**src/rtl/arbitro_cuatro_if.sv**
```systemverilog
// Request/grant bundle between the four requesting pipeline units and the
// round-robin arbiter that steers the shared 4:1 datapath mux.
interface arbitro_cuatro_if;
    logic [3:0] i_Request;
    logic       i_Done;
    logic [3:0] o_Grant;
    logic [1:0] o_Control;
    logic       o_Valid;
    logic       o_Timeout;

    // Arbiter side: consumes requests and completion, produces grant and select
    modport slave (
        input  i_Request,
        input  i_Done,
        output o_Grant,
        output o_Control,
        output o_Valid,
        output o_Timeout
    );

    // Requester / resource side: produces requests and completion
    modport master (
        output i_Request,
        output i_Done,
        input  o_Grant,
        input  o_Control,
        input  o_Valid,
        input  o_Timeout
    );
endinterface

```
**src/rtl/arbitro_cuatro.sv**
```systemverilog
// Four-way round-robin arbiter for the shared datapath resource.
// One owner at a time; ownership ends on completion, on the owner dropping
// its request, or when the hold budget runs out. On release the next owner
// is chosen in the same edge (released owner excluded), so a busy bus never
// sees an idle cycle. All outputs come straight from flops.
module arbitro_cuatro #(
    parameter int HOLD_WIDTH = 4,
    parameter int MAX_HOLD   = 15
) (
    input  logic             i_Clock,
    input  logic             i_Reset,
    arbitro_cuatro_if.slave  bus
);

    typedef enum logic [0:0] {
        ST_IDLE  = 1'b0,
        ST_GRANT = 1'b1
    } state_t;

    // Counter value seen on the last permitted cycle of a grant
    localparam logic [HOLD_WIDTH-1:0] HOLD_LAST = HOLD_WIDTH'(MAX_HOLD - 1);
    localparam logic [HOLD_WIDTH-1:0] HOLD_ONE  = HOLD_WIDTH'(1);
    localparam logic [HOLD_WIDTH-1:0] HOLD_ZERO = HOLD_WIDTH'(0);

    // Index to one-hot for the grant vector
    function automatic logic [3:0] to_onehot(input logic [1:0] idx);
        logic [3:0] base;
        base = 4'b0001;
        return base << idx;
    endfunction

    // Round-robin search starting at ptr; returns {found, index}.
    // Walks from the lowest priority to the highest so the last hit
    // (the one nearest ptr) is what remains.
    function automatic logic [2:0] rr_pick(input logic [3:0] req, input logic [1:0] ptr);
        logic [2:0] res;
        logic [1:0] idx;
        res = 3'b000;
        for (int k = 3; k >= 0; k--) begin
            idx = ptr + 2'(k);
            if (req[idx]) begin
                res = {1'b1, idx};
            end else begin
                res = res;
            end
        end
        return res;
    endfunction

    state_t                  state_q;
    logic [3:0]              grant_q;
    logic [1:0]              control_q;
    logic                    valid_q;
    logic                    timeout_q;
    logic [1:0]              ptr_q;
    logic [HOLD_WIDTH-1:0]   cnt_q;

    logic                    rel_done_s;
    logic                    rel_abort_s;
    logic                    at_limit_s;
    logic                    release_s;
    logic                    rel_timeout_s;
    logic [1:0]              ptr_d;
    logic [3:0]              masked_req_s;
    logic [2:0]              idle_pick_s;
    logic [2:0]              rel_pick_s;

    // Release conditions and both arbitration candidates (fresh and hand-over)
    always_comb begin
        rel_done_s    = bus.i_Done;
        // the owner is the set bit of grant_q, so its request is req & grant
        rel_abort_s   = ~|(bus.i_Request & grant_q);
        at_limit_s    = (cnt_q == HOLD_LAST);
        release_s     = rel_done_s | rel_abort_s | at_limit_s;
        // done and abort take precedence over the hold limit
        rel_timeout_s = at_limit_s & ~rel_done_s & ~rel_abort_s;
        // control_q always holds the current owner while in GRANT
        ptr_d         = control_q + 2'd1;
        masked_req_s  = bus.i_Request & ~grant_q;
        idle_pick_s   = rr_pick(bus.i_Request, ptr_q);
        rel_pick_s    = rr_pick(masked_req_s, ptr_d);
    end

    // Arbitration FSM with registered grant, select, valid and timeout outputs
    always_ff @(posedge i_Clock or posedge i_Reset) begin
        if (i_Reset) begin
            state_q   <= ST_IDLE;
            grant_q   <= 4'b0000;
            control_q <= 2'b00;
            valid_q   <= 1'b0;
            timeout_q <= 1'b0;
            ptr_q     <= 2'b00;
            cnt_q     <= HOLD_ZERO;
        end else begin
            case (state_q)
                ST_IDLE: begin
                    timeout_q <= 1'b0;
                    if (idle_pick_s[2]) begin
                        grant_q   <= to_onehot(idle_pick_s[1:0]);
                        control_q <= idle_pick_s[1:0];
                        valid_q   <= 1'b1;
                        cnt_q     <= HOLD_ZERO;
                        state_q   <= ST_GRANT;
                    end else begin
                        // select keeps its last value so the mux does not toggle
                        grant_q   <= 4'b0000;
                        valid_q   <= 1'b0;
                    end
                end
                ST_GRANT: begin
                    if (release_s) begin
                        ptr_q     <= ptr_d;
                        timeout_q <= rel_timeout_s;
                        if (rel_pick_s[2]) begin
                            grant_q   <= to_onehot(rel_pick_s[1:0]);
                            control_q <= rel_pick_s[1:0];
                            valid_q   <= 1'b1;
                            cnt_q     <= HOLD_ZERO;
                        end else begin
                            grant_q   <= 4'b0000;
                            valid_q   <= 1'b0;
                            state_q   <= ST_IDLE;
                        end
                    end else begin
                        timeout_q <= 1'b0;
                        if (cnt_q != HOLD_LAST) begin
                            cnt_q <= cnt_q + HOLD_ONE;
                        end else begin
                            cnt_q <= cnt_q;
                        end
                    end
                end
                default: begin
                    state_q   <= ST_IDLE;
                    grant_q   <= 4'b0000;
                    valid_q   <= 1'b0;
                    timeout_q <= 1'b0;
                    cnt_q     <= HOLD_ZERO;
                end
            endcase
        end
    end

    assign bus.o_Grant   = grant_q;
    assign bus.o_Control = control_q;
    assign bus.o_Valid   = valid_q;
    assign bus.o_Timeout = timeout_q;

endmodule

```
**src/flat_wrapper.sv**
```systemverilog
// flat-port wrapper written by rule: the top's interface ports become plain ports
module arbitro_cuatro_flat 
#(
    parameter int HOLD_WIDTH = 4,
    parameter int MAX_HOLD   = 15
)
  (i_Clock, i_Reset, bus_i_Request, bus_i_Done, bus_o_Grant, bus_o_Control, bus_o_Valid, bus_o_Timeout);
  arbitro_cuatro_if bus_i ();
  input  logic i_Clock;
  input  logic i_Reset;
  input wire logic [$bits(bus_i.i_Request)-1:0] bus_i_Request;
  input wire logic [$bits(bus_i.i_Done)-1:0] bus_i_Done;
  output wire logic [$bits(bus_i.o_Grant)-1:0] bus_o_Grant;
  output wire logic [$bits(bus_i.o_Control)-1:0] bus_o_Control;
  output wire logic [$bits(bus_i.o_Valid)-1:0] bus_o_Valid;
  output wire logic [$bits(bus_i.o_Timeout)-1:0] bus_o_Timeout;
  assign bus_i.i_Request = bus_i_Request;
  assign bus_i.i_Done = bus_i_Done;
  assign bus_o_Grant = bus_i.o_Grant;
  assign bus_o_Control = bus_i.o_Control;
  assign bus_o_Valid = bus_i.o_Valid;
  assign bus_o_Timeout = bus_i.o_Timeout;
  arbitro_cuatro #(.HOLD_WIDTH(HOLD_WIDTH), .MAX_HOLD(MAX_HOLD)) u_core (.i_Clock(i_Clock), .i_Reset(i_Reset), .bus(bus_i));
endmodule
```
**config.mk**
```make
export PLATFORM = sky130hd
export DESIGN_NAME = arbitro_cuatro_flat
export DESIGN_NICKNAME = d
export VERILOG_FILES = /design/src/rtl/arbitro_cuatro_if.sv /design/src/rtl/arbitro_cuatro.sv /design/src/flat_wrapper.sv
export SDC_FILE = /design/constraint.sdc
export NUM_CORES = 1
export LEC_CHECK = 0
export CAP_MARGIN = 20
export CORE_MARGIN = 2
export CORE_UTILIZATION = 47
export DETAILED_ROUTE_END_ITERATION = 12
export HOLD_SLACK_MARGIN = 0.12
export MAX_ROUTING_LAYER = met4
export PLACE_DENSITY = 0.74
export SLEW_MARGIN = 25
export SYNTH_ARGS = -nofsm -noshare
export SYNTH_HDL_FRONTEND = slang
export SYNTH_SLANG_ARGS = --single-unit
```
**constraint.sdc**
```tcl
create_clock -name i_Clock -period 1.7 [get_ports i_Clock]
set_input_delay 0.51 -clock i_Clock [delete_from_list [all_inputs] [get_ports i_Clock]]
set_output_delay 0.51 -clock i_Clock [all_outputs]
set_load 0.05 [all_outputs]
```
==> results of run 1 <==
==> flip-flops by register name, indices dropped and copies added, names as in the netlist <==
signal,cells
u_core.bus.o_Control,2
u_core.ptr_q,2
u_core.bus.o_Grant,4
u_core.bus.o_Timeout,1
u_core.bus.o_Valid,1
u_core.state_q,1
u_core.cnt_q,4
==> layout by cell type (no fill, tap or decap), types with 2 or more instances in the layout <==
cell type / synthesis / final
buf_4: 0 / 34
nor2_1: 9 / 9
dfrtp_1: 15 / 9
nand2_1: 9 / 8
buf_12: 0 / 8
dfrtp_2: 0 / 6
o21ai_2: 2 / 4
inv_1: 5 / 4
o21ai_0: 5 / 4
nand2b_1: 3 / 3
a21oi_2: 0 / 3
a31oi_1: 5 / 3
nor3_1: 3 / 3
clkbuf_4: 1 / 3
a31oi_4: 0 / 2
and2b_4: 2 / 2
and2b_2: 1 / 2
a21oi_1: 5 / 2
o21a_1: 3 / 2
o22ai_1: 2 / 2
nand3_1: 2 / 2
o21bai_1: 2 / 2
or3_4: 0 / 2
inv_2: 1 / 2
==> synthesized netlist by cell type (all sizes together) (3+ instances only) <==
cell    instances  share of area, %
nor3            3               1.5
nand2           9               3.4
a21oi           5               2.5
o21ai           9               5.4
dfrtp          15                38
nand2b          4               2.8
and2b           4               3.7
inv             6               2.3
or3             3               1.9
a31oi           5               3.2
o21a            3               2.3
nor2            9               3.4
==> final cells by class <==
type | count | area (um2)
clock buffers | 4 | 26.3
fillers | 116 | 362
inverters | 6 | 22.5
multi-input cells | 83 | 681
flip-flops and latches | 15 | 383
well taps | 27 | 33.8
repair buffers | 47 | 454
==> power by group <==
part           total [uW]  leakage (uW)  internal [uW]  switching [uW]
combinational        2230      0.000495           1130            1100
sequential            667      0.000181            507             159
clock                 208     0.0000150           91.2             117
total                3100      0.000691           1730            1370
==> layer usage <==
metal | GRT usage [%] | up-vias | wire [um]
li1 | - | 490 | -
met1 | 31.8 | 528 | 1280
met2 | 43.3 | 58 | 1520
met3 | 4.85 | 18 | 191
met4 | 13.4 | 0 | 136
met5 | - | - | 0
==> path summary, 6_finish.rpt <==
path / end / slack, ns / depth (start not counted) / startpoint
worst max-delay path: u_core.cnt_q[3] / -0.05 / 6 / u_core.cnt_q[1]
max in group asynchronous: u_core.bus.o_Grant[2] / 0.97 / 3 / i_Reset
worst max register to register: u_core.cnt_q[3] / -0.05 / 6 / u_core.cnt_q[1]
worst min-delay path: u_core.ptr_q[0] / 0.53 / 3 / i_Reset
min in group i_Clock: u_core.ptr_q[0] / 0.55 / 2 / u_core.ptr_q[0]
worst min register to register: u_core.ptr_q[0] / 0.55 / 2 / u_core.ptr_q[0]
==> critical path, stage by stage (launching register included) <==
cell and delay [ns]:
dfrtp_1 0.43, ha_4 0.19, a31oi_4 0.20, o21ai_2 0.09, o211a_4 0.28, or3_4 0.33, a21oi_2 0.16
==> cell families after synthesis <==
family	synth area share [%]
AND/OR/NAND/NOR	21.8
multiplexers	1.02
flip-flops	38.2
AO/OA/AOI/OAI	32.0
adder cells (fa/ha/maj)	2.55
XOR/XNOR	0.892
buffers and inverters	3.57
==> per-stage QoR <==
step	power (uW)	cells	instance area, um2
6_report	3100	182	1600
4_1_cts	2840	178	1520
3_5_place_dp	2510	168	1410
5_1_grt	3270	182	1600
3_3_place_gp	2470	168	1410
2_1_floorplan	1720	106	1000
==> timing repair <==
| item | CTS | global route |
|---|---|---|
| cloned | 0 | 0 |
| hold buffers | 0 | 0 |
| setup buffers | 7 | 4 |
| endpoints found under the setup margin | 12 | 10 |
| pin swaps | 7 | 9 |
| gates resized for setup | 21 | 15 |
==> impl_metrics.env, run 1 <==
export IMPL_status="complete, but fails checks"
export IMPL_violations="setup timing"
export IMPL_hold_viol=0
export IMPL_synth_area_per_cell_um2=9.27
export IMPL_die_y_um=49.7
export IMPL_die_w_um=49.7
export IMPL_finalNetCount=165
export IMPL_synth_async_reset_ratio_pct=100
export IMPL_clockBufferDepth=2
export IMPL_p_leak_uw=0.000691
export IMPL_holdWs_ns=0.526
export IMPL_core_um2=1960
export IMPL_gp_congestion=0.876
export IMPL_drt_iter0_markers=45
export IMPL_wl_um=3130
export IMPL_cts_root_buf="clkbuf_4"
export IMPL_syn_nets=115
export IMPL_antenna_found_initial=0
export IMPL_yosysSeqAreaShare_pct=38.2
export IMPL_max_cap_viol_count=0
export IMPL_area_growth_pct=62.9
export IMPL_slew_headroom_pct=74.5
export IMPL_die_area_um2=2470
export IMPL_wl_per_cell_um=17.2
export IMPL_clock_skew_ns=0.00457
export IMPL_drc=0
export IMPL_avgViaCountPerCell=6.01
export IMPL_finalSetupViolCount=2
export IMPL_start_util_pct=50.1
export IMPL_min_period_ns=1.75
export IMPL_rsz0062_at_grt="true"
export IMPL_synth_main_ff_cell="dfrtp_1"
export IMPL_cts_sinks=15
export IMPL_tightest_slew_ns=0.383
export IMPL_netlist_instances=106
export IMPL_peakVddDrop_v=0.00133
export IMPL_grt_max_degree=16
export IMPL_grt_pass1_wl_um=4840
export IMPL_dpl_hpwl_um=1920
export IMPL_first_global_vias=1064
export IMPL_vias=1094
export IMPL_arrival_ns=1.96
export IMPL_fin_tns_setup_ns=-0.0722
export IMPL_cp_start_kind="flip-flop"
export IMPL_yosys_register_bits=15
export IMPL_drt_pass1_iter_count=4
export IMPL_drive_above_1_share_pct=52.9
export IMPL_yosys_warnings=0
export IMPL_synth_edf_count=0
export IMPL_drv_slew=0
export IMPL_syn_area_um2=982
export IMPL_clk_pin_slew_ns=0.09
export IMPL_rows=16
export IMPL_io_buffers=14
export IMPL_numCtsBuffers=3
export IMPL_clkLatencyLatePin_ns=0.28
export IMPL_finalCritPeriodShare_pct=103
export IMPL_critPathMaxFanout=6
export IMPL_ant_nets=0
export IMPL_cp_required_ns=1.91
export IMPL_hp_class="in -> async"
export IMPL_gr_total_overflow=0
export IMPL_htree_num_levels=1
export IMPL_ys_types=44
export IMPL_power_density_nw_per_um2=1940
export IMPL_crit_type="reg -> reg"
export IMPL_cts_tree="built"
export IMPL_fin_util_pct=81.6
export IMPL_io_pins=15
export IMPL_end_kind="flip-flop"
export IMPL_pre_cts_slack_ns=-0.701
export IMPL_layout_setup_ws_ns=-0.0507
export IMPL_antenna_cells=0
export IMPL_fmax_mhz=571
export IMPL_grtUsageTotal_pct=26.7
(Power assumes the default switching activity.)
==> run 2: changes to the inputs <==
--- a/config.mk
+++ b/config.mk
@@ -5,7 +5,7 @@
 export SDC_FILE = /design/constraint.sdc
 export NUM_CORES = 1
 export LEC_CHECK = 0
-export CAP_MARGIN = 20
+export CAP_MARGIN = 25
 export CORE_MARGIN = 2
 export CORE_UTILIZATION = 47
 export DETAILED_ROUTE_END_ITERATION = 12
==> results of run 2 <==
No change in the layout: final DEF, timing and power equal those of run 1.
